File: config.mk
export PLATFORM = sky130hd
export DESIGN_NAME = fill_cache_burst_flat
export DESIGN_NICKNAME = d
export VERILOG_FILES = /design/src/rtl/fill_cache_burst_pkg.sv /design/src/rtl/fill_cache_burst_if.sv /design/src/rtl/fill_cache_burst_pixel_unpack.sv /design/src/rtl/fill_cache_burst.sv /design/src/flat_wrapper.sv
export SDC_FILE = /design/constraint.sdc
export NUM_CORES = 1
export LEC_CHECK = 0
export CAP_MARGIN = 0
export CORE_UTILIZATION = 30
export DETAILED_ROUTE_END_ITERATION = 10
export SYNTH_ARGS = -nofsm -noshare
export SYNTH_HDL_FRONTEND = slang
export SYNTH_HIERARCHICAL = 1
export SYNTH_SLANG_ARGS = --single-unit
File: constraint.sdc
create_clock -name clk -period 17.92 [get_ports clk]
set_clock_uncertainty 0.15 [all_clocks]
set_input_delay 1.792 -clock clk [delete_from_list [all_inputs] [get_ports clk]]
set_output_delay 1.792 -clock clk [all_outputs]
set_load 0.01 [all_outputs]
File: src/rtl/fill_cache_burst_pkg.sv
// Shared types and constants for the tile cache filler.
// Holds the fill state enum and the pixel packing helpers that turn a pixel
// width into pixels-per-word (PPW) and bytes-per-pixel (BPP).
package video_in_pkg;

  typedef enum logic [2:0] {
    ST_IDLE   = 3'd0,
    ST_SETUP  = 3'd1,
    ST_REQ    = 3'd2,
    ST_UNPACK = 3'd3,
    ST_DONE   = 3'd4
  } fill_state_t;

  // Default pixel width; instances with another DATA_SIZE use the helpers.
  localparam int DATA_SIZE_DEF = 8;

  // Pixels carried by one 32-bit bus word.
  function automatic int ppw_of(input int data_size);
    return 32'sd32 / data_size;
  endfunction

  // Bytes occupied by one pixel in external memory.
  function automatic int bpp_of(input int data_size);
    return data_size / 32'sd8;
  endfunction

  localparam int PPW = 32 / DATA_SIZE_DEF;
  localparam int BPP = DATA_SIZE_DEF / 8;

endpackage

File: src/rtl/fill_cache_burst_if.sv
// Wishbone read port of the tile cache filler.
// master: the filler (drives STB/CYC/ADR/SEL/WE/LOCK, receives DAT/ACK/ERR).
// slave : the memory side.
interface fill_cache_burst_if;
  logic [31:0] p_wb_DAT_I;
  logic        p_wb_ACK_I;
  logic        p_wb_ERR_I;
  logic        p_wb_STB_O;
  logic        p_wb_CYC_O;
  logic        p_wb_LOCK_O;
  logic [3:0]  p_wb_SEL_O;
  logic        p_wb_WE_O;
  logic [31:0] p_wb_ADR_O;

  modport master (
    input  p_wb_DAT_I, p_wb_ACK_I, p_wb_ERR_I,
    output p_wb_STB_O, p_wb_CYC_O, p_wb_LOCK_O, p_wb_SEL_O, p_wb_WE_O, p_wb_ADR_O
  );

  modport slave (
    output p_wb_DAT_I, p_wb_ACK_I, p_wb_ERR_I,
    input  p_wb_STB_O, p_wb_CYC_O, p_wb_LOCK_O, p_wb_SEL_O, p_wb_WE_O, p_wb_ADR_O
  );
endinterface

File: src/rtl/fill_cache_burst_pixel_unpack.sv
// Lane selector: picks pixel number `lane` out of a captured 32-bit word.
// Lanes are little-endian, lane 0 sits in the least significant bits.
// Ports: word (captured bus word), lane (lane index), pixel (selected pixel).
module pixel_unpack #(
  parameter int DATA_SIZE = 8,
  parameter int LANE_W    = 2
) (
  input  logic [31:0]          word,
  input  logic [LANE_W-1:0]    lane,
  output logic [DATA_SIZE-1:0] pixel
);
  assign pixel = word[DATA_SIZE*lane +: DATA_SIZE];
endmodule

File: src/rtl/fill_cache_burst.sv
// Tile cache filler: copies a cache_w x cache_h pixel window starting at
// (pixel_c, pixel_l) of a frame in external RAM into the tile RAM.
// Ports: clk/nRST; window geometry and frame base (sampled while idle); go
// starts a fill; busy/cache_ready/err report progress; wb is the Wishbone
// read master; pixel_out/addr/w_e write the tile RAM at {row, col}.
module fill_cache_burst
  import video_in_pkg::*;
#(
  parameter int ADDR_SIZE_W = 5,
  parameter int ADDR_SIZE_H = 5,
  parameter int DATA_SIZE   = 8
) (
  input  logic                               clk,
  input  logic                               nRST,
  input  logic [9:0]                         pixel_c_I,
  input  logic [9:0]                         pixel_l_I,
  input  logic [ADDR_SIZE_W:0]               cache_w_I,
  input  logic [ADDR_SIZE_H:0]               cache_h_I,
  input  logic [10:0]                        im_width_I,
  input  logic [31:0]                        im_addr_I,
  input  logic                               go,
  output logic                               busy,
  output logic                               cache_ready,
  output logic                               err,
  fill_cache_burst_if.master                 wb,
  output logic [DATA_SIZE-1:0]               pixel_out,
  output logic [ADDR_SIZE_W+ADDR_SIZE_H-1:0] addr,
  output logic                               w_e
);
  localparam int WORD_PPW  = ppw_of(DATA_SIZE);
  localparam int PIX_BPP   = bpp_of(DATA_SIZE);
  localparam int LW        = (WORD_PPW > 1) ? $clog2(WORD_PPW) : 1;
  localparam int BPP_SHIFT = (PIX_BPP == 2) ? 1 : 0;
  localparam logic [LW-1:0] LANE_MAX = LW'(WORD_PPW - 1);

  fill_state_t state_r, next_state_s;

  logic [9:0]             pixel_c_r, pixel_l_r;
  logic [ADDR_SIZE_W:0]   cache_w_r;
  logic [ADDR_SIZE_H:0]   cache_h_r;
  logic [10:0]            im_width_r;
  logic [31:0]            im_addr_r;

  logic [31:0]            row_base_r, cur_byte_r, word_r;
  logic [ADDR_SIZE_W-1:0] col_r;
  logic [ADDR_SIZE_H-1:0] row_r;
  logic [LW-1:0]          lane_r;
  logic                   err_flag_r;

  logic [31:0]            nxt_row_base_s, nxt_cur_byte_s, nxt_word_s;
  logic [ADDR_SIZE_W-1:0] nxt_col_s;
  logic [ADDR_SIZE_H-1:0] nxt_row_s;
  logic [LW-1:0]          nxt_lane_s;
  logic                   nxt_err_flag_s;

  logic                   stb_s, busy_s, ready_s, err_s, we_s;
  logic [31:0]            adr_s;
  logic [DATA_SIZE-1:0]   unpack_pix_s;
  logic                   stb_r;

  // Window start offset: the single multiply, done once per fill.
  logic [20:0] lin_prod_s;
  logic [31:0] lin_pix_s, setup_base_s, row_stride_s, next_row_s;
  assign lin_prod_s   = 21'(pixel_l_r) * 21'(im_width_r);
  assign lin_pix_s    = {11'd0, lin_prod_s} + {22'd0, pixel_c_r};
  assign setup_base_s = im_addr_r + (lin_pix_s << BPP_SHIFT);
  assign row_stride_s = {21'd0, im_width_r} << BPP_SHIFT;
  assign next_row_s   = row_base_r + row_stride_s;

  // Last-pixel tests in ADDR_SIZE+1 bits so a full-size window matches the
  // counter value just before it wraps.
  logic [ADDR_SIZE_W:0] cw_m1_s;
  logic [ADDR_SIZE_H:0] ch_m1_s;
  logic last_col_s, last_row_s, last_lane_s, empty_s;
  logic [LW-1:0] start_lane_s;
  assign cw_m1_s      = cache_w_r - {{ADDR_SIZE_W{1'b0}}, 1'b1};
  assign ch_m1_s      = cache_h_r - {{ADDR_SIZE_H{1'b0}}, 1'b1};
  assign last_col_s   = ({1'b0, col_r} == cw_m1_s);
  assign last_row_s   = ({1'b0, row_r} == ch_m1_s);
  assign last_lane_s  = (lane_r == LANE_MAX);
  assign empty_s      = (cache_w_r == '0) || (cache_h_r == '0);
  assign start_lane_s = LW'(cur_byte_r[1:0] >> BPP_SHIFT);

  pixel_unpack #(.DATA_SIZE(DATA_SIZE), .LANE_W(LW)) u_unpack (
    .word  (word_r),
    .lane  (lane_r),
    .pixel (unpack_pix_s)
  );

  // State register.
  always_ff @(posedge clk or negedge nRST) begin
    if (!nRST) state_r <= ST_IDLE;
    else       state_r <= next_state_s;
  end

  // Next-state logic; ERR takes priority over ACK.
  always_comb begin
    next_state_s = state_r;
    case (state_r)
      ST_IDLE:   if (go) next_state_s = ST_SETUP; else next_state_s = ST_IDLE;
      ST_SETUP:  if (empty_s) next_state_s = ST_DONE; else next_state_s = ST_REQ;
      ST_REQ: begin
        if (wb.p_wb_ERR_I)      next_state_s = ST_DONE;
        else if (wb.p_wb_ACK_I) next_state_s = ST_UNPACK;
        else                    next_state_s = ST_REQ;
      end
      ST_UNPACK: begin
        if (last_col_s) begin
          if (last_row_s) next_state_s = ST_DONE;
          else            next_state_s = ST_REQ;
        end else if (last_lane_s) next_state_s = ST_REQ;
        else                      next_state_s = ST_UNPACK;
      end
      ST_DONE:   next_state_s = ST_IDLE;
      default:   next_state_s = ST_IDLE;
    endcase
  end

  // Window parameters track the inputs while idle and freeze during a fill.
  always_ff @(posedge clk or negedge nRST) begin
    if (!nRST) begin
      pixel_c_r  <= 10'd0;
      pixel_l_r  <= 10'd0;
      cache_w_r  <= '0;
      cache_h_r  <= '0;
      im_width_r <= 11'd0;
      im_addr_r  <= 32'd0;
    end else if (state_r == ST_IDLE) begin
      pixel_c_r  <= pixel_c_I;
      pixel_l_r  <= pixel_l_I;
      cache_w_r  <= cache_w_I;
      cache_h_r  <= cache_h_I;
      im_width_r <= im_width_I;
      im_addr_r  <= im_addr_I;
    end else begin
      pixel_c_r  <= pixel_c_r;
      pixel_l_r  <= pixel_l_r;
      cache_w_r  <= cache_w_r;
      cache_h_r  <= cache_h_r;
      im_width_r <= im_width_r;
      im_addr_r  <= im_addr_r;
    end
  end

  // Address walk and counter updates. A new row always restarts from its own
  // base, so a word straddling a row end is fetched again for the next row.
  always_comb begin
    nxt_row_base_s = row_base_r;
    nxt_cur_byte_s = cur_byte_r;
    nxt_word_s     = word_r;
    nxt_col_s      = col_r;
    nxt_row_s      = row_r;
    nxt_lane_s     = lane_r;
    nxt_err_flag_s = err_flag_r;
    case (state_r)
      ST_SETUP: begin
        nxt_row_base_s = setup_base_s;
        nxt_cur_byte_s = setup_base_s;
        nxt_col_s      = '0;
        nxt_row_s      = '0;
        nxt_err_flag_s = 1'b0;
      end
      ST_REQ: begin
        if (wb.p_wb_ERR_I) begin
          nxt_err_flag_s = 1'b1;
        end else if (wb.p_wb_ACK_I) begin
          nxt_word_s = wb.p_wb_DAT_I;
          nxt_lane_s = start_lane_s;
        end else begin
          nxt_word_s = word_r;
        end
      end
      ST_UNPACK: begin
        if (last_col_s) begin
          if (!last_row_s) begin
            nxt_row_s      = row_r + 1'b1;
            nxt_col_s      = '0;
            nxt_row_base_s = next_row_s;
            nxt_cur_byte_s = next_row_s;
          end else begin
            nxt_row_s = row_r;
          end
        end else begin
          nxt_col_s = col_r + 1'b1;
          if (last_lane_s) nxt_cur_byte_s = {cur_byte_r[31:2] + 30'd1, 2'b00};
          else             nxt_lane_s     = lane_r + LW'(1);
        end
      end
      default: nxt_err_flag_s = err_flag_r;
    endcase
  end

  // Datapath registers.
  always_ff @(posedge clk or negedge nRST) begin
    if (!nRST) begin
      row_base_r <= 32'd0;
      cur_byte_r <= 32'd0;
      word_r     <= 32'd0;
      col_r      <= '0;
      row_r      <= '0;
      lane_r     <= '0;
      err_flag_r <= 1'b0;
    end else begin
      row_base_r <= nxt_row_base_s;
      cur_byte_r <= nxt_cur_byte_s;
      word_r     <= nxt_word_s;
      col_r      <= nxt_col_s;
      row_r      <= nxt_row_s;
      lane_r     <= nxt_lane_s;
      err_flag_r <= nxt_err_flag_s;
    end
  end

  // Output decode; bus strobe and busy look at the state being entered so the
  // registered copies line up with that state.
  always_comb begin
    stb_s   = (next_state_s == ST_REQ);
    adr_s   = {nxt_cur_byte_s[31:2], 2'b00};
    busy_s  = (next_state_s != ST_IDLE);
    ready_s = (state_r == ST_DONE);
    err_s   = (state_r == ST_DONE) && err_flag_r;
    we_s    = (state_r == ST_UNPACK);
  end

  // Output registers.
  always_ff @(posedge clk or negedge nRST) begin
    if (!nRST) begin
      stb_r       <= 1'b0;
      wb.p_wb_ADR_O <= 32'd0;
      busy        <= 1'b0;
      cache_ready <= 1'b0;
      err         <= 1'b0;
      w_e         <= 1'b0;
      addr        <= '0;
      pixel_out   <= '0;
    end else begin
      stb_r       <= stb_s;
      wb.p_wb_ADR_O <= adr_s;
      busy        <= busy_s;
      cache_ready <= ready_s;
      err         <= err_s;
      w_e         <= we_s;
      addr        <= {row_r, col_r};
      pixel_out   <= unpack_pix_s;
    end
  end

  assign wb.p_wb_STB_O  = stb_r;
  assign wb.p_wb_CYC_O  = stb_r;
  assign wb.p_wb_LOCK_O = 1'b0;
  assign wb.p_wb_SEL_O  = 4'hF;
  assign wb.p_wb_WE_O   = 1'b0;

endmodule

File: src/flat_wrapper.sv
// flat-port wrapper written by rule: the top's interface ports become plain ports
module fill_cache_burst_flat import video_in_pkg::*;
#(
  parameter int ADDR_SIZE_W = 5,
  parameter int ADDR_SIZE_H = 5,
  parameter int DATA_SIZE   = 8
)
  (clk, nRST, pixel_c_I, pixel_l_I, cache_w_I, cache_h_I, im_width_I, im_addr_I, go, busy, cache_ready, err, pixel_out, addr, w_e, wb_p_wb_DAT_I, wb_p_wb_ACK_I, wb_p_wb_ERR_I, wb_p_wb_STB_O, wb_p_wb_CYC_O, wb_p_wb_LOCK_O, wb_p_wb_SEL_O, wb_p_wb_WE_O, wb_p_wb_ADR_O);
  fill_cache_burst_if wb_i ();
  input  logic clk;
  input  logic nRST;
  input  logic [9:0] pixel_c_I;
  input  logic [9:0] pixel_l_I;
  input  logic [ADDR_SIZE_W:0] cache_w_I;
  input  logic [ADDR_SIZE_H:0] cache_h_I;
  input  logic [10:0] im_width_I;
  input  logic [31:0] im_addr_I;
  input  logic go;
  output logic busy;
  output logic cache_ready;
  output logic err;
  output logic [DATA_SIZE-1:0] pixel_out;
  output logic [ADDR_SIZE_W+ADDR_SIZE_H-1:0] addr;
  output logic w_e;
  input wire logic [$bits(wb_i.p_wb_DAT_I)-1:0] wb_p_wb_DAT_I;
  input wire logic [$bits(wb_i.p_wb_ACK_I)-1:0] wb_p_wb_ACK_I;
  input wire logic [$bits(wb_i.p_wb_ERR_I)-1:0] wb_p_wb_ERR_I;
  output wire logic [$bits(wb_i.p_wb_STB_O)-1:0] wb_p_wb_STB_O;
  output wire logic [$bits(wb_i.p_wb_CYC_O)-1:0] wb_p_wb_CYC_O;
  output wire logic [$bits(wb_i.p_wb_LOCK_O)-1:0] wb_p_wb_LOCK_O;
  output wire logic [$bits(wb_i.p_wb_SEL_O)-1:0] wb_p_wb_SEL_O;
  output wire logic [$bits(wb_i.p_wb_WE_O)-1:0] wb_p_wb_WE_O;
  output wire logic [$bits(wb_i.p_wb_ADR_O)-1:0] wb_p_wb_ADR_O;
  assign wb_i.p_wb_DAT_I = wb_p_wb_DAT_I;
  assign wb_i.p_wb_ACK_I = wb_p_wb_ACK_I;
  assign wb_i.p_wb_ERR_I = wb_p_wb_ERR_I;
  assign wb_p_wb_STB_O = wb_i.p_wb_STB_O;
  assign wb_p_wb_CYC_O = wb_i.p_wb_CYC_O;
  assign wb_p_wb_LOCK_O = wb_i.p_wb_LOCK_O;
  assign wb_p_wb_SEL_O = wb_i.p_wb_SEL_O;
  assign wb_p_wb_WE_O = wb_i.p_wb_WE_O;
  assign wb_p_wb_ADR_O = wb_i.p_wb_ADR_O;
  fill_cache_burst #(.ADDR_SIZE_W(ADDR_SIZE_W), .ADDR_SIZE_H(ADDR_SIZE_H), .DATA_SIZE(DATA_SIZE)) u_core (.clk(clk), .nRST(nRST), .pixel_c_I(pixel_c_I), .pixel_l_I(pixel_l_I), .cache_w_I(cache_w_I), .cache_h_I(cache_h_I), .im_width_I(im_width_I), .im_addr_I(im_addr_I), .go(go), .busy(busy), .cache_ready(cache_ready), .err(err), .wb(wb_i), .pixel_out(pixel_out), .addr(addr), .w_e(w_e));
endmodule
# After elaboration in Yosys (flattened, before gate mapping)
# Index checks and enable logic that the tools add are counted.
# W data, S select, Z words.
[op_classes] add_sub_neg=9 multipliers=1 eq_ne=17 shifts=1 n_mux=27 n_bitwise=1 reduce_logical=15
[ops] cell="$mux W32" count=4
[ops] cell="$pmux W32 S2" count=2
[ops] cell="$add A32 B11 Y32" count=1
[ops] cell="$add A32 B32 Y32" count=1
[ops] cell="$shiftx A32 B6 Y8" count=1
[ops] cell="$add A30 B1 Y30 const B" count=1
[ops] cell="$add A21 B10 Y22" count=1
[ops] cell="$mul A10 B11 Y21" count=1
[ops] cell="$mux W5" count=4
[ops] cell="$pmux W5 S2" count=2
[ops] cell="$ne A2 B2 Y1 const B" count=7
[ops] cell="$eq A5 B6 Y1" count=2
[ops] cell="$logic_not A6 Y1" count=2
[ops] cell="$mux W3" count=4
[ops] cell="$pmux W3 S4" count=1
[ops] cell="$sub A6 B1 Y6 const B" count=2
[ops] cell="$add A5 B1 Y5 const B" count=2
[ops] cell="$eq A3 B2 Y1 const B" count=3
[ops] cell="$reduce_and A3 Y1" count=3
[ops] cell="$mux W2" count=4
[ops] cell="$ne A3 B3 Y1 const B" count=2
[ops] cell="$reduce_bool A2 Y1" count=3
[ops] cell="$reduce_and A5 Y1" count=1
[ops] cell="$mux W1" count=4
[ops] cell="12 further kinds" count=13
[word_totals] regBits=210 output_inout_bits=62 wordCells=93

# Longest topological paths before layout
# Gate-level depths: netlist (run 1).
[logic_depth] word_depth=6 ltp_mapped=21 depth_no_buf=20

# Hierarchy
# The synthesis (run 1) kept the hierarchy.
[by_module_without_submodules] module="fill_cache_burst" n_inst=1 cells_per_inst=1613 area_per_inst_um2=15507.4
[by_module_without_submodules] module="pixel_unpack" n_inst=1 cells_per_inst=10 area_per_inst_um2=196.4

# Worst setup path before layout (run 1)
# Ideal clock, no wire load.
[synth_path] path_type="reg-to-reg" from="register u_core.im_width_r[1]" to="register u_core.row_base_r[31]" arrival_time_ps=5575 required_ps=17638 slack_ps=12064 stages_incl_launch_ff=18 path_buffers=1 path_cell_list="dfrtp_1 -> clkbuf_1 -> and2_1 -> fa_1 -> fa_1 -> fa_1 -> fa_1 -> inv_1 -> fa_1 -> inv_1 -> ha_1 -> a21o_1 -> o311a_1 -> o211ai_1 -> mux2_2 -> a311o_1 -> a21oi_1 -> o2bb2ai_1"
[synth_via] elab_chain_len=4 word_cells_on_any_way=7 classes_between="add/sub (3); mul (1); mux (3)"
[synth_rtl] item="from (decl)" line_no="fill_cache_burst.sv:41" text="logic [10:0] im_width_r;"
[synth_rtl] item="from (signal assigned)" line_no="fill_cache_burst.sv:133" text="im_width_r <= im_width_I;"
[synth_rtl] item="from (signal assigned)" line_no="fill_cache_burst.sv:140" text="im_width_r <= im_width_r;"
[synth_rtl] item="$mul A10 B11 Y21 or $add A32 B11 Y32 (tied branches)" line_no="fill_cache_burst.sv:64, fill_cache_burst.sv:68"
[synth_rtl] item="$add A21 B10 Y22 or $mux W32 (tied branches)"
[synth_rtl] item="$add A32 B32 Y32 or $mux W32 (tied branches)" line_no="fill_cache_burst.sv:66, fill_cache_burst.sv:174"
[synth_rtl] item="$pmux W32 S2 (*)" line_no="fill_cache_burst.sv:155" text="case (state_r)"
[synth_rtl] item="to (signal assigned)" line_no="fill_cache_burst.sv:204" text="row_base_r <= nxt_row_base_s;"
[synth_rtl] item="to (decl)" line_no="fill_cache_burst.sv:44" text="logic [31:0] row_base_r, cur_byte_r, word_r;"
# Mark *: on every way between the ends. The rest lies on a longest branch, timed or not. The select of a mux whose other input is x is not followed.
# A chain may end at the register's enable or synchronous reset.

# Worst setup path after layout (run 1)
[layout_path] from="register u_core.im_width_r[3]" to="register u_core.row_base_r[22]"
# The elaborated chain is that of the path after synthesis.

==> results of run 1 <==
## synthesized netlist by cell type (all sizes together), types with 6 or more instances
cell / number / share of area
and4: 6 / 0.0033
nand2: 162 / 0.039
and2: 70 / 0.028
ha: 75 / 0.060
o22ai: 10 / 0.0040
xnor2: 47 / 0.026
dfrtp: 210 / 0.33
nor2: 81 / 0.019
buf: 54 / 0.024
or3: 8 / 0.0035
mux2: 97 / 0.070
mux4: 8 / 0.011
nand2b: 8 / 0.0032
o211ai: 9 / 0.0043
o31ai: 7 / 0.0033
o21a: 6 / 0.0029
a211oi: 14 / 0.0070
o2111ai: 6 / 0.0033
o21ai: 90 / 0.029
clkbuf: 56 / 0.013
nand4: 10 / 0.0040
nor4: 8 / 0.0045
nor3: 33 / 0.011
a21o: 18 / 0.0086
a21oi: 85 / 0.027
inv: 160 / 0.038
xor2: 26 / 0.015
nand3: 38 / 0.012
fa: 103 / 0.13
and3: 19 / 0.0076
a221oi: 6 / 0.0033
a31oi: 10 / 0.0040
## worst max-delay path by stage
stage | from | to | slack, ns | depth (start not counted)
6_report | u_core/im_width_r[3] | u_core/row_base_r[22] | 11.55 | 19
5_1_grt | u_core/im_width_r[3] | u_core/row_base_r[22] | 11.19 | 19
4_1_cts | u_core/im_width_r[3] | u_core/row_base_r[22] | 11.54 | 19
3_5_place_dp | u_core/im_width_r[3] | u_core/row_base_r[22] | 11.58 | 19
3_3_place_gp | u_core/im_width_r[6] | u_core/row_base_r[31] | 11.72 | 19
2_1_floorplan | u_core/im_width_r[1] | u_core/row_base_r[31] | 12.06 | 17
## through the flow
step	util	instances
after global placement	0.344	2373
final	0.361	2419
after global routing	0.361	2419
after detailed placement	0.344	2373
after CTS	0.361	2419
after floorplan	-	1629
## flip-flops by register name, indices dropped and copies added, names as in the netlist, 2 cells and up
name,flops
u_core/cache_w_r,6
u_core/pixel_l_r,10
u_core/im_addr_r,32
u_core/lane_r,2
u_core/pixel_c_r,10
u_core/cur_byte_r,32
u_core/im_width_r,11
u_core/row_r,5
u_core/col_r,5
u_core/row_base_r,32
u_core/addr,10
u_core/word_r,32
u_core/pixel_out,8
u_core/state_r,3
u_core/cache_h_r,6
## cell type report
cell class / count / share of cell area
Sequential cell: 210 / 0.282
Inverter: 160 / 0.0323
Multi-Input combinational cell: 1149 / 0.500
Clock buffer: 38 / 0.0412
Timing Repair Buffer: 174 / 0.0926
Tap cell: 680 / 0.0457
Clock inverter: 8 / 0.00625
## cells by family after synthesis
kind of cell,count (synthesis),share of synthesized area
adders and majority gates,178,0.191
xor gates and xnor gates,73,0.0407
DFF,210,0.335
and+or+nand+nor,465,0.145
buffers and inverters,270,0.0757
AOI/OAI and AO/OA,315,0.128
other,2,0.000478
muxes,110,0.0842
## layer usage
| layer | wire, um | track usage |
|---|---|---|
| met1 | 19800 | 0.227 |
| met2 | 19000 | 0.248 |
| met3 | 2490 | 0.0211 |
| met4 | 1090 | 0.0437 |
| met5 | 0 | 0 |
## placed cells by master, fill, tap and decap left out, types with 32 or more instances in the layout
master,synthesis,layout
sky130_fd_sc_hd__a21oi_1,84,84
sky130_fd_sc_hd__fa_1,103,103
sky130_fd_sc_hd__o21ai_0,86,86
sky130_fd_sc_hd__nand2_1,160,159
sky130_fd_sc_hd__and2_1,70,70
sky130_fd_sc_hd__nand3_1,38,38
sky130_fd_sc_hd__ha_1,75,75
sky130_fd_sc_hd__dfrtp_1,210,210
sky130_fd_sc_hd__nor3_1,33,32
sky130_fd_sc_hd__mux2_2,97,97
sky130_fd_sc_hd__xnor2_1,47,47
sky130_fd_sc_hd__nor2_1,81,81
sky130_fd_sc_hd__inv_1,160,159
sky130_fd_sc_hd__clkdlybuf4s50_1,0,164
==> results.md, run 1 <==
CTS:
- TritonCTS created 27 clock buffers.
- The post-CTS setup buffer count is 0.
- The clock insertion delay at the later pin of the skew report is 0.58 ns.
- The number of hold buffers added after CTS was 0.
- The CTS tree is built.
- Counting every sink on the clock net gives 210.
- Once the clock tree was built, the resizer swapped 0 gates to a different size.
- In this run the number of H-tree levels came out at 1.
- CTS placed an instance of sky130_fd_sc_hd__clkbuf_16 at the clock tree root.
- The clock passes through at most 3 buffers.
- The clock-pin slew reported for the worst setup and hold paths after clock tree synthesis is 0.06 ns.

Setup path:
- Of all nets on the critical path, the largest fanout is 12.
- The number of buffers and inverters on the critical path is 4.
- The signal on the critical path passes through and2_1 -> fa_1 -> inv_1 -> fa_1 -> inv_1 -> fa_1 -> fa_1 -> inv_1 -> fa_1 -> inv_1 -> ha_1 -> a2111oi_0 -> o21ai_1 -> a31oi_1 -> a211oi_2 -> o21ai_0 -> mux2i_1 -> a31oi_1 -> o22a_1.
- The critical path is of the flop to flop type.
- Grouping stages by cell kind, the critical path spends the most delay in adder cells.
- The arrival time at the worst endpoint is 6.68 ns.
- The worst reg-to-reg setup slack is 11.55 ns.
- The worst setup path is launched from a flop.
- The cell repeated most along the worst path is sky130_fd_sc_hd__fa_1.
- In this design, the stage delay of the slowest critical-path cell is approximately 0.55 ns.
- The end of the worst register-to-register path is u_core/row_base_r[22].
- Among all stages on the critical path, the largest delay is contributed by sky130_fd_sc_hd__dfrtp_1.
- The worst register-to-register path begins at u_core/im_width_r[3].
- The worst setup path is captured at a flop.
- The required time of the critical path is between 15 and 20 ns.
- The depth of the worst register-to-register path is 19.

Placed design:
- After legalization and detailed placement, the total HPWL measured 32000 um.
- The number of buffer cells added on primary ports is 165.
- Once placement finished, the instance area stood at 17700 um^2.
- Before CTS, the worst setup slack after placement is 11.58 ns.
- The congestion estimate from routability-driven global placement came to 0.903.

Global routing:
- The via count of the first global-routing pass is approximately 12k.
- Across every metal layer, demand over resource in global routing totals 0.158.
- The wire length of the first global-routing pass is 67300 um.
- The maximum number of pins on one net before global-route repair is 76.
- The number of antenna violations at the first check in global routing is 0.
- The residual overflow from global routing is 0.

Flow run:
- The number of max-capacitance violations reported is 0.

Floorplanning:
- The floorplan step defined a core boundary enclosing 51500 um^2.
- The number of cell rows is 83.
- The number of I/O pins is 174.
- In this run the horizontal extent of the chip is 231 um.
- The die extent in y is 231 um.
- The die area is 53300 um^2.
- The initial core utilization is 0.305.

Synthesis:
- The post-synthesis average cell area is between 9 and 10 um^2.
- The count of different cell masters after synthesis is 78.
- The most used flip-flop cell after synthesis is sky130_fd_sc_hd__dfrtp_1.
- The part of the Yosys area used for sequential elements is 0.335.
- The total standard cell area after synthesis is 15700 um^2.
- The count of flip-flops with a built-in enable after synthesis is 0.
- Synthesis handed over a netlist of roughly 1.6k instances.
- The fraction of synthesis flops using an asynchronous set or reset pin is 1.00.
- During synthesis, Yosys emitted a total of 6 warnings.
- Synthesis inferred 210 register bits.

Final layout:
- The share of cells above drive strength 1 is 0.0989.
- The area taken by multi-input logic gates is 9300 um^2.
- The repair_antennas step left the layout with diodes totalling 0.
- The layout has approximately 5.2k filler cells.
- Compared with the post-synthesis result, the final layout area differs by 18.5%.
- The storage element area is 5260 um^2.
- The summed area of non-filler cells in the final layout is 18600 um^2.
- The net count of the finished layout is 2012.

STA:
- The minimum clock period is 6.37 ns.
- The ratio of final minimum period to clock period is 0.355.
- At the pin with the least slew margin, the transition time is 1.17 ns.
- The count of endpoints failing setup in the final report is 0.
- The final worst slack is 11.55 ns.
- The maximum operating frequency is roughly 0.16 GHz.
- The final hold slack is 0.319 ns.
- After routing, the total negative slack on setup checks comes to 0 ns.
- The count of endpoints failing hold in the final timing report came to 0.
- Setup repair after global routing left no endpoint under its margin.
- In this run the tightest slew margin relative to its limit is 0.215.
- The total count of max-transition violations in the final report came to 0.

Hold path:
- The worst hold path class is flop to flop.
- The worst hold path begins at u_core/row_r[4].
- The end point of the worst hold path is u_core/addr[9].
- The worst hold path was traced through 0 stages.

Routing:
- The routed wire length is between 40000 and 50000 um.
- Once detail routing completed, the nets flagged for antenna violations numbered 0.
- The number of remaining DRC errors is 0.
- The violation count after the first detailed-routing iteration is 903.
- Dividing the detail-routed wire length by the instance count gives 17.5 um.
- The average via count per standard cell is slightly above 5.
- The first-pass iteration count of the detailed router is 5.
- The number of vias in the routed layout is 12.2k.

Outcome:
- The run finished with clean final reports.
Power of run 1 is left out: the tool's default activity adds up to more than one toggle a clock period on the data nets, which glitch-free logic cannot reach.
==> run 2: changes to the inputs <==
==> constraint.sdc (replaced) <==
create_clock -name clk -period 5.3 [get_ports clk]
set_clock_uncertainty 0.15 [all_clocks]
set_input_delay 0.53 -clock clk [delete_from_list [all_inputs] [get_ports clk]]
set_output_delay 0.53 -clock clk [all_outputs]
set_load 0.01 [all_outputs]
==> run 2 against run 1 <==
The run now ends with hold timing, setup timing left; sequential share of layout area is 2.4 points lower; die area stayed put; design area is 10% higher.
==> results.md, run 2 (synthesis gave the netlist of run 1 again) <==
Outcome:
- The run finished, with violations left.
- The checks that failed: hold timing, setup timing.

Setup path:
- STA classifies the critical path endpoint as a flop.
- By startpoint and endpoint, the worst setup path is classified as flop to flop.
- The required time of the critical path is 5.56 ns (-12.67 ns).
- STA classifies the critical path startpoint as a flop.
- The top fanout value on the critical path is 6 (-6).
- The arrival time at the worst endpoint is 6.06 ns (-0.62 ns).

Global routing:
- The number of antenna violations at the first check in global routing is 0 (unchanged).
- The wire length of the first global-routing pass was 73500 um (+9.2%).
- The residual overflow from global routing is 0 (unchanged).
- The global router's overall resource usage is 0.174 (+0.0157).
- The maximum number of pins on one net before global-route repair came to 129 (+70%).
- The via count of the first global-routing pass is 13.5k (+12%).

Floorplanning:
- The horizontal extent of the die is 231 um (unchanged).
- The area of the core came to 51500 um^2 (unchanged).
- The die area came to 53300 um^2 (unchanged).
- The die extent in y is 231 um (unchanged).
- The number of cell rows came to 83 (unchanged).
- The initial core utilization is 0.305 (unchanged).
- The number of I/O pins is 174 (unchanged).

Final layout:
- The top cell types in the final layout, fill and taps aside, are sky130_fd_sc_hd__dfrtp_1 (191), sky130_fd_sc_hd__clkdlybuf4s50_1 (164), sky130_fd_sc_hd__nand2_1 (151).
- The number of cells in the finished layout apart from fillers came to 2543 (+5.1%).
- The area taken by multi-input logic gates came to 9990 um^2 (+7.4%).
- The share of cells above drive strength 1 is 0.228 (+0.129).
- The net count of the finished layout is 2133 (+6.0%).
- The layout overhead on the synthesized area is 30.4%.
- The number of inserted diodes is 0 (unchanged).
- The summed area of non-filler cells in the final layout is 20500 um^2 (+10%).
- The filler cell count was 5021 (-3.9%).
- Leaving out fill and tap cells, the most frequent cell in the layout is sky130_fd_sc_hd__dfrtp_1.
- The storage element area is 5280 um^2 (+0.45%).

Routing:
- The average wire length per cell after detail routing came to 17.9 um (+2.1%).
- The number of remaining DRC errors is 0 (unchanged).
- The routed wire length is 45500 um (+7.3%).
- The violation count after the first detailed-routing iteration is 854 (-5.4%).
- The first-pass iteration count of the detailed router was 5 (unchanged).
- The average via count per standard cell is 5.03 (about the same).
- The number of vias in the routed layout was 12.8k (+5.1%).
- The antenna violation net count after detailed routing came to 0 (unchanged).

CTS:
- The maximum number of buffers from clock root to sink is 3 (unchanged).
- The number of clock sinks came to 210 (unchanged).
- The maximum level of the CTS H-tree came to 1 (unchanged).
- The post-cts hold buffer count is 0 (unchanged).
- The CTS tree is built.
- In this run the clock root is driven by a sky130_fd_sc_hd__clkbuf_16.
- The total clock buffers created by CTS was 26 (-3.7%).
- The clock-pin slew reported for the worst setup and hold paths after clock tree synthesis is 0.06 ns (about the same).
- The clock insertion delay at the later pin of the skew report is 0.56 ns (-0.02 ns).

STA:
- Setup repair after global routing could not meet its margin everywhere.
- The final worst slack is -0.495 ns (-12.05 ns).
- The worst-case headroom to the max-slew limit is 0.225 (+0.00949).
- The count of endpoints failing setup in the final report was 34 (+34).
- The final hold slack came to -0.0554 ns (-0.374 ns).
- The minimum clock period is 5.79 ns (-0.571 ns).
- The count of endpoints failing hold in the final timing report came to 37 (+37).
- The slew at the pin closest to its max-slew limit is 1.16 ns (-0.0142 ns).
- The ratio of final minimum period to clock period is 1.09 (+0.738).
- The total count of max-transition violations in the final report is 0 (unchanged).
- The maximum operating frequency is 0.173 GHz (+9.9%).

Placed design:
- The placer congestion estimate is 0.875 (-3.1%).
- The number of buffer cells added on primary ports was 165 (unchanged).
- The post-DP HPWL is 33500 um (+4.9%).
- The total cell area at the placement stage is 18600 um^2 (+4.7%).
- The minimum setup slack after placement is -0.539 ns (-12.12 ns).
- The number of placed instances with taps included is 2464 (+3.8%).

Hold path:
- The worst hold path belongs to the class primary input to async pin.

Flow run:
- The number of max-capacitance violations reported is 0 (unchanged).
## run 2: cell types whose count changed in the layout (fill, tap and decap cells not counted), moves of 11 or more
cell,previous run,this run
sky130_fd_sc_hd__a21oi_1,84,72
sky130_fd_sc_hd__a21oi_2,1,12
sky130_fd_sc_hd__buf_4,9,105
sky130_fd_sc_hd__buf_6,0,22
sky130_fd_sc_hd__dfrtp_1,210,191
sky130_fd_sc_hd__dfrtp_2,0,19
sky130_fd_sc_hd__ha_1,75,63
sky130_fd_sc_hd__ha_4,0,11
sky130_fd_sc_hd__inv_1,159,144
sky130_fd_sc_hd__inv_2,1,15
sky130_fd_sc_hd__o21ai_0,86,68
sky130_fd_sc_hd__o21ai_1,3,15
## run 2: cell type report
type | count | share of cell area
Inverter | 160 | 0.0295
Multi-Input combinational cell | 1149 | 0.488
Clock inverter | 12 | 0.0122
Timing Repair Buffer | 296 | 0.135
Tap cell | 680 | 0.0416
Clock buffer | 36 | 0.0356
Sequential cell | 210 | 0.258
## run 2: final timing paths
kind / start / to / slack (ns) / depth (start not counted)
setup / recovery: u_core/im_width_r[6] / u_core/row_base_r[31] / -0.49 / 18
setup reg to reg: u_core/im_width_r[6] / u_core/row_base_r[31] / -0.49 / 18
max in group asynchronous: nRST / u_core/pixel_l_r[3] / 3.92 / 2
min in group clk: u_core/row_r[4] / u_core/addr[9] / 0.33 / 0
hold / removal: nRST / u_core/cache_w_r[3] / -0.06 / 1
hold reg to reg: u_core/row_r[4] / u_core/addr[9] / 0.33 / 0
## run 2: repair_timing
action	4_1_cts	5_1_grt
setup endpoints to repair	40	45
setup buffers	22	13
gates cloned	0	0
gates resized for setup	98	72
pin swaps	37	64
## run 2: worst max-delay path, cell delays in order, from the launching register on
cell                        delay [ns]
sky130_fd_sc_hd__dfrtp_2          0.46
sky130_fd_sc_hd__buf_6            0.16
sky130_fd_sc_hd__nand2_2          0.05
sky130_fd_sc_hd__fa_1             0.45
sky130_fd_sc_hd__fa_1             0.49
sky130_fd_sc_hd__fa_1             0.51
sky130_fd_sc_hd__inv_2            0.04
sky130_fd_sc_hd__fa_1             0.54
sky130_fd_sc_hd__inv_2            0.04
sky130_fd_sc_hd__fa_1             0.49
sky130_fd_sc_hd__inv_2            0.05
sky130_fd_sc_hd__ha_4             0.23
sky130_fd_sc_hd__a21o_1           0.20
sky130_fd_sc_hd__o311a_1          0.38
sky130_fd_sc_hd__o211ai_1         0.50
sky130_fd_sc_hd__mux2_4           0.35
sky130_fd_sc_hd__a311o_1          0.35
sky130_fd_sc_hd__a21oi_2          0.12
sky130_fd_sc_hd__o2bb2ai_1        0.06
## run 2: routing by layer
| metal | vias up | global-route usage | routed length (um) | share of wire |
|---|---|---|---|---|
| li1 | 5937 | - | - | - |
| met1 | 6439 | 0.224 | 19800 | 0.44 |
| met2 | 346 | 0.297 | 22200 | 0.49 |
| met3 | 72 | 0.0288 | 2210 | 0.048 |
| met4 | 0 | 0.0511 | 1240 | 0.027 |
| met5 | - | 0 | 0 | 0 |
## run 2: per-stage QoR
stage	utilization	TNS, ns
5_1_grt	0.397	-19.24
6_report	0.397	-10.66
4_1_cts	0.390	-8.36
3_5_place_dp	0.360	-13.88
2_1_floorplan	-	-0.420
3_3_place_gp	0.360	-11.51
Power of run 2 is left out for the same reason.
==> run 3: changes to the inputs <==
--- a/config.mk
+++ b/config.mk
@@ -8,6 +8,7 @@
 export CAP_MARGIN = 0
 export CORE_UTILIZATION = 30
 export DETAILED_ROUTE_END_ITERATION = 10
+export PLACE_DENSITY = 0.58
 export SYNTH_ARGS = -nofsm -noshare
 export SYNTH_HDL_FRONTEND = slang
 export SYNTH_HIERARCHICAL = 1
==> run 3 against run 2 <==
The run ends with setup timing left; worst setup slack better by 0.16 ns; global-route usage down 0.085 points; cell count up 0.63%; critical path type unchanged; critical endpoint is now u_core/cur_byte_r[24]; largest cell class unchanged.
==> results.md, run 3 (synthesis gave the netlist of run 1 again) <==
Global routing:
- The met2 global-route usage came to 0.296 (-0.00160).
- The global router's overall resource usage is 0.173 (-0.000847).
- The residual overflow from global routing is 0 (unchanged).
- The number of antenna violations at the first check in global routing is 0 (unchanged).
- The busiest metal layer after global routing is met2.
- The global routing met3 resource utilization is 0.0264 (-0.00235).
- The wire length of the first global-routing pass is 73500 um (about the same).
- The met1 layer usage reported by global route is 0.223 (-0.00156).
- The via count of the first global-routing pass is 13.5k (+0.096%).
- The maximum number of pins on one net before global-route repair came to 103 (-20%).

Final layout:
- The most common library cell in the layout ignoring fill and taps is sky130_fd_sc_hd__dfrtp_1.
- The summed area of non-filler cells in the final layout was 20400 um^2 (-0.22%).
- The library cells used most frequently in the layout, excluding fill and tap cells, are sky130_fd_sc_hd__dfrtp_1 (191), sky130_fd_sc_hd__clkdlybuf4s50_1 (164), sky130_fd_sc_hd__nand2_1 (150).
- The share of cells above drive strength 1 was 0.232 (+0.00338).
- The area growth from synthesis to layout is 30.1%.
- The net count of the finished layout is 2149 (+0.75%).
- The number of inserted diodes was 0 (unchanged).

Setup path:
- The worst setup path is launched from a flop.
- The worst setup path is captured at a flop.
- The top fanout value on the critical path was 6 (unchanged).
- The required time of the critical path is 5.59 ns (+0.03 ns).
- The category of the critical setup timing path is flop to flop.
- The arrival time at the worst endpoint is 5.92 ns (-0.14 ns).

STA:
- The total count of max-transition violations in the final report is 0 (unchanged).
- The count of endpoints failing setup in the final report came to 35 (+2.9%).
- The maximum operating frequency was 0.178 GHz (+2.9%).
- The ratio of final minimum period to clock period was 1.06 (-0.0311).
- Setup repair after global routing could not meet its margin everywhere.
- The slew at the pin closest to its max-slew limit came to 1.16 ns (+0.00509 ns).
- The final worst slack was -0.330 ns (+0.165 ns).
- The worst-case headroom to the max-slew limit was 0.220 (-0.00476).
- The accumulated negative setup slack is -6.88 ns (+3.78 ns).
- The count of endpoints failing hold in the final timing report is 0 (-100%).
- The minimum clock period is 5.63 ns (-0.165 ns).

Floorplanning:
- The number of cell rows came to 83 (unchanged).
- The area of the core is 51500 um^2 (unchanged).
- The horizontal extent of the die is 231 um (unchanged).
- The initial core utilization is 0.305 (unchanged).
- The die extent in y is 231 um (unchanged).
- The die area was 53300 um^2 (unchanged).
- The number of I/O pins is 174 (unchanged).

Routing:
- The violation count after the first detailed-routing iteration came to 789 (-7.6%).
- The routed wire length is 46100 um (+1.3%).
- The antenna violation net count after detailed routing is 0 (unchanged).
- The first-pass iteration count of the detailed router is 5 (unchanged).
- The number of remaining DRC errors is 0 (unchanged).
- The number of vias in the routed layout is 12.9k (+0.44%).
- The average wire length per cell after detail routing was 18.0 um (+0.69%).
- The average via count per standard cell is 5.02 (-0.19%).

Placed design:
- The placer congestion estimate is 0.891 (+1.8%).
- The post-DP HPWL is 33500 um (-0.16%).
- The total cell area at the placement stage is 18600 um^2 (about the same).
- The number of buffer cells added on primary ports was 165 (unchanged).

CTS:
- The buffer cell driving the clock tree root is sky130_fd_sc_hd__clkbuf_16.
- The maximum number of buffers from clock root to sink was 3 (unchanged).
- The number of clock sinks is 210 (unchanged).
- The clock insertion delay at the later pin of the skew report was 0.56 ns (about the same).
- The total clock buffers created by CTS is 26 (unchanged).
- The clock-pin slew reported for the worst setup and hold paths after clock tree synthesis was 0.06 ns (about the same).
- TritonCTS built the clock tree.
- The maximum level of the CTS H-tree was 1 (unchanged).

Outcome:
- The run finished, with violations left.
- The final reports fail on setup timing.

Flow run:
- The number of max-capacitance violations reported is 0 (unchanged).

Hold path:
- The worst hold path belongs to the class flop to flop.
## run 3: cell types whose count changed in the layout (fill, tap and decap cells not counted), sizes merged
cell         change
buf             +13
clkinv           +6
bufinv           -5
clkbuf           +2
clkinvlp         -1
dlygate4sd3      +1
## run 3: path summary, 6_finish.rpt
path | from | endpoint | slack (ns) | cells after the start
setup reg to reg | u_core/pixel_l_r[4] | u_core/cur_byte_r[24] | -0.33 | 19
min in group asynchronous | nRST | u_core/addr[4] | 0.46 | 2
max in group asynchronous | nRST | u_core/pixel_l_r[9] | 3.25 | 3
hold reg to reg | u_core/row_r[4] | u_core/addr[9] | 0.31 | 0
hold / removal | u_core/row_r[4] | u_core/addr[9] | 0.31 | 0
setup / recovery | u_core/pixel_l_r[4] | u_core/cur_byte_r[24] | -0.33 | 19
## run 3: layer usage
| metal | vias to the layer above | share of wire | wire (um) |
|---|---|---|---|
| met5 | - | 0 | 0 |
| met4 | 0 | 0.029 | 1320 |
| met3 | 79 | 0.053 | 2450 |
| met2 | 328 | 0.49 | 22500 |
| met1 | 6473 | 0.43 | 19800 |
| li1 | 5970 | - | - |
## run 3: critical path, stage by stage (launching register included)
cell and delay [ns]:
sky130_fd_sc_hd__dfrtp_2 0.47, sky130_fd_sc_hd__buf_4 0.17, sky130_fd_sc_hd__and2_4 0.15, sky130_fd_sc_hd__fa_1 0.46, sky130_fd_sc_hd__fa_1 0.56, sky130_fd_sc_hd__fa_1 0.43, sky130_fd_sc_hd__fa_1 0.49, sky130_fd_sc_hd__inv_1 0.05
sky130_fd_sc_hd__fa_1 0.53, sky130_fd_sc_hd__inv_1 0.06, sky130_fd_sc_hd__ha_4 0.29, sky130_fd_sc_hd__nand2_2 0.10, sky130_fd_sc_hd__nor3_4 0.18, sky130_fd_sc_hd__a31oi_4 0.15, sky130_fd_sc_hd__a211oi_4 0.46, sky130_fd_sc_hd__o211ai_1 0.15
sky130_fd_sc_hd__xnor2_1 0.21, sky130_fd_sc_hd__buf_4 0.17, sky130_fd_sc_hd__nor2_2 0.04, sky130_fd_sc_hd__o32ai_2 0.24
## run 3: cell type report
type / count / area, um^2
clock buffers: 36 / 738
flip-flops and latches: 210 / 5280
inverters: 160 / 603
repair buffers: 312 / 2880
clock inverters: 12 / 129
well taps: 680 / 851
multi-input cells: 1149 / 9940
fillers: 5084 / 31100
## run 3: timing repair
item	CTS	global route
hold buffers	1	0
buffers inserted	17	35
endpoints found under the setup margin	43	45
gates resized for setup	66	98
pin swaps	36	60
hold endpoints to repair	100	0
## run 3: through the flow
step | hold slack [ns] | utilization | worst slack [ns] | std cells
after CTS | 0.318 | 0.384 | -0.312 | 2530
after detailed placement | 0.304 | 0.360 | -0.565 | 2465
after global placement | 0.313 | 0.360 | -0.540 | 2465
after global routing | 0.326 | 0.397 | -0.540 | 2559
after floorplan | 0.0844 | - | -0.193 | 1629
final | 0.311 | 0.397 | -0.330 | 2559
Power of run 3 is left out for the same reason.
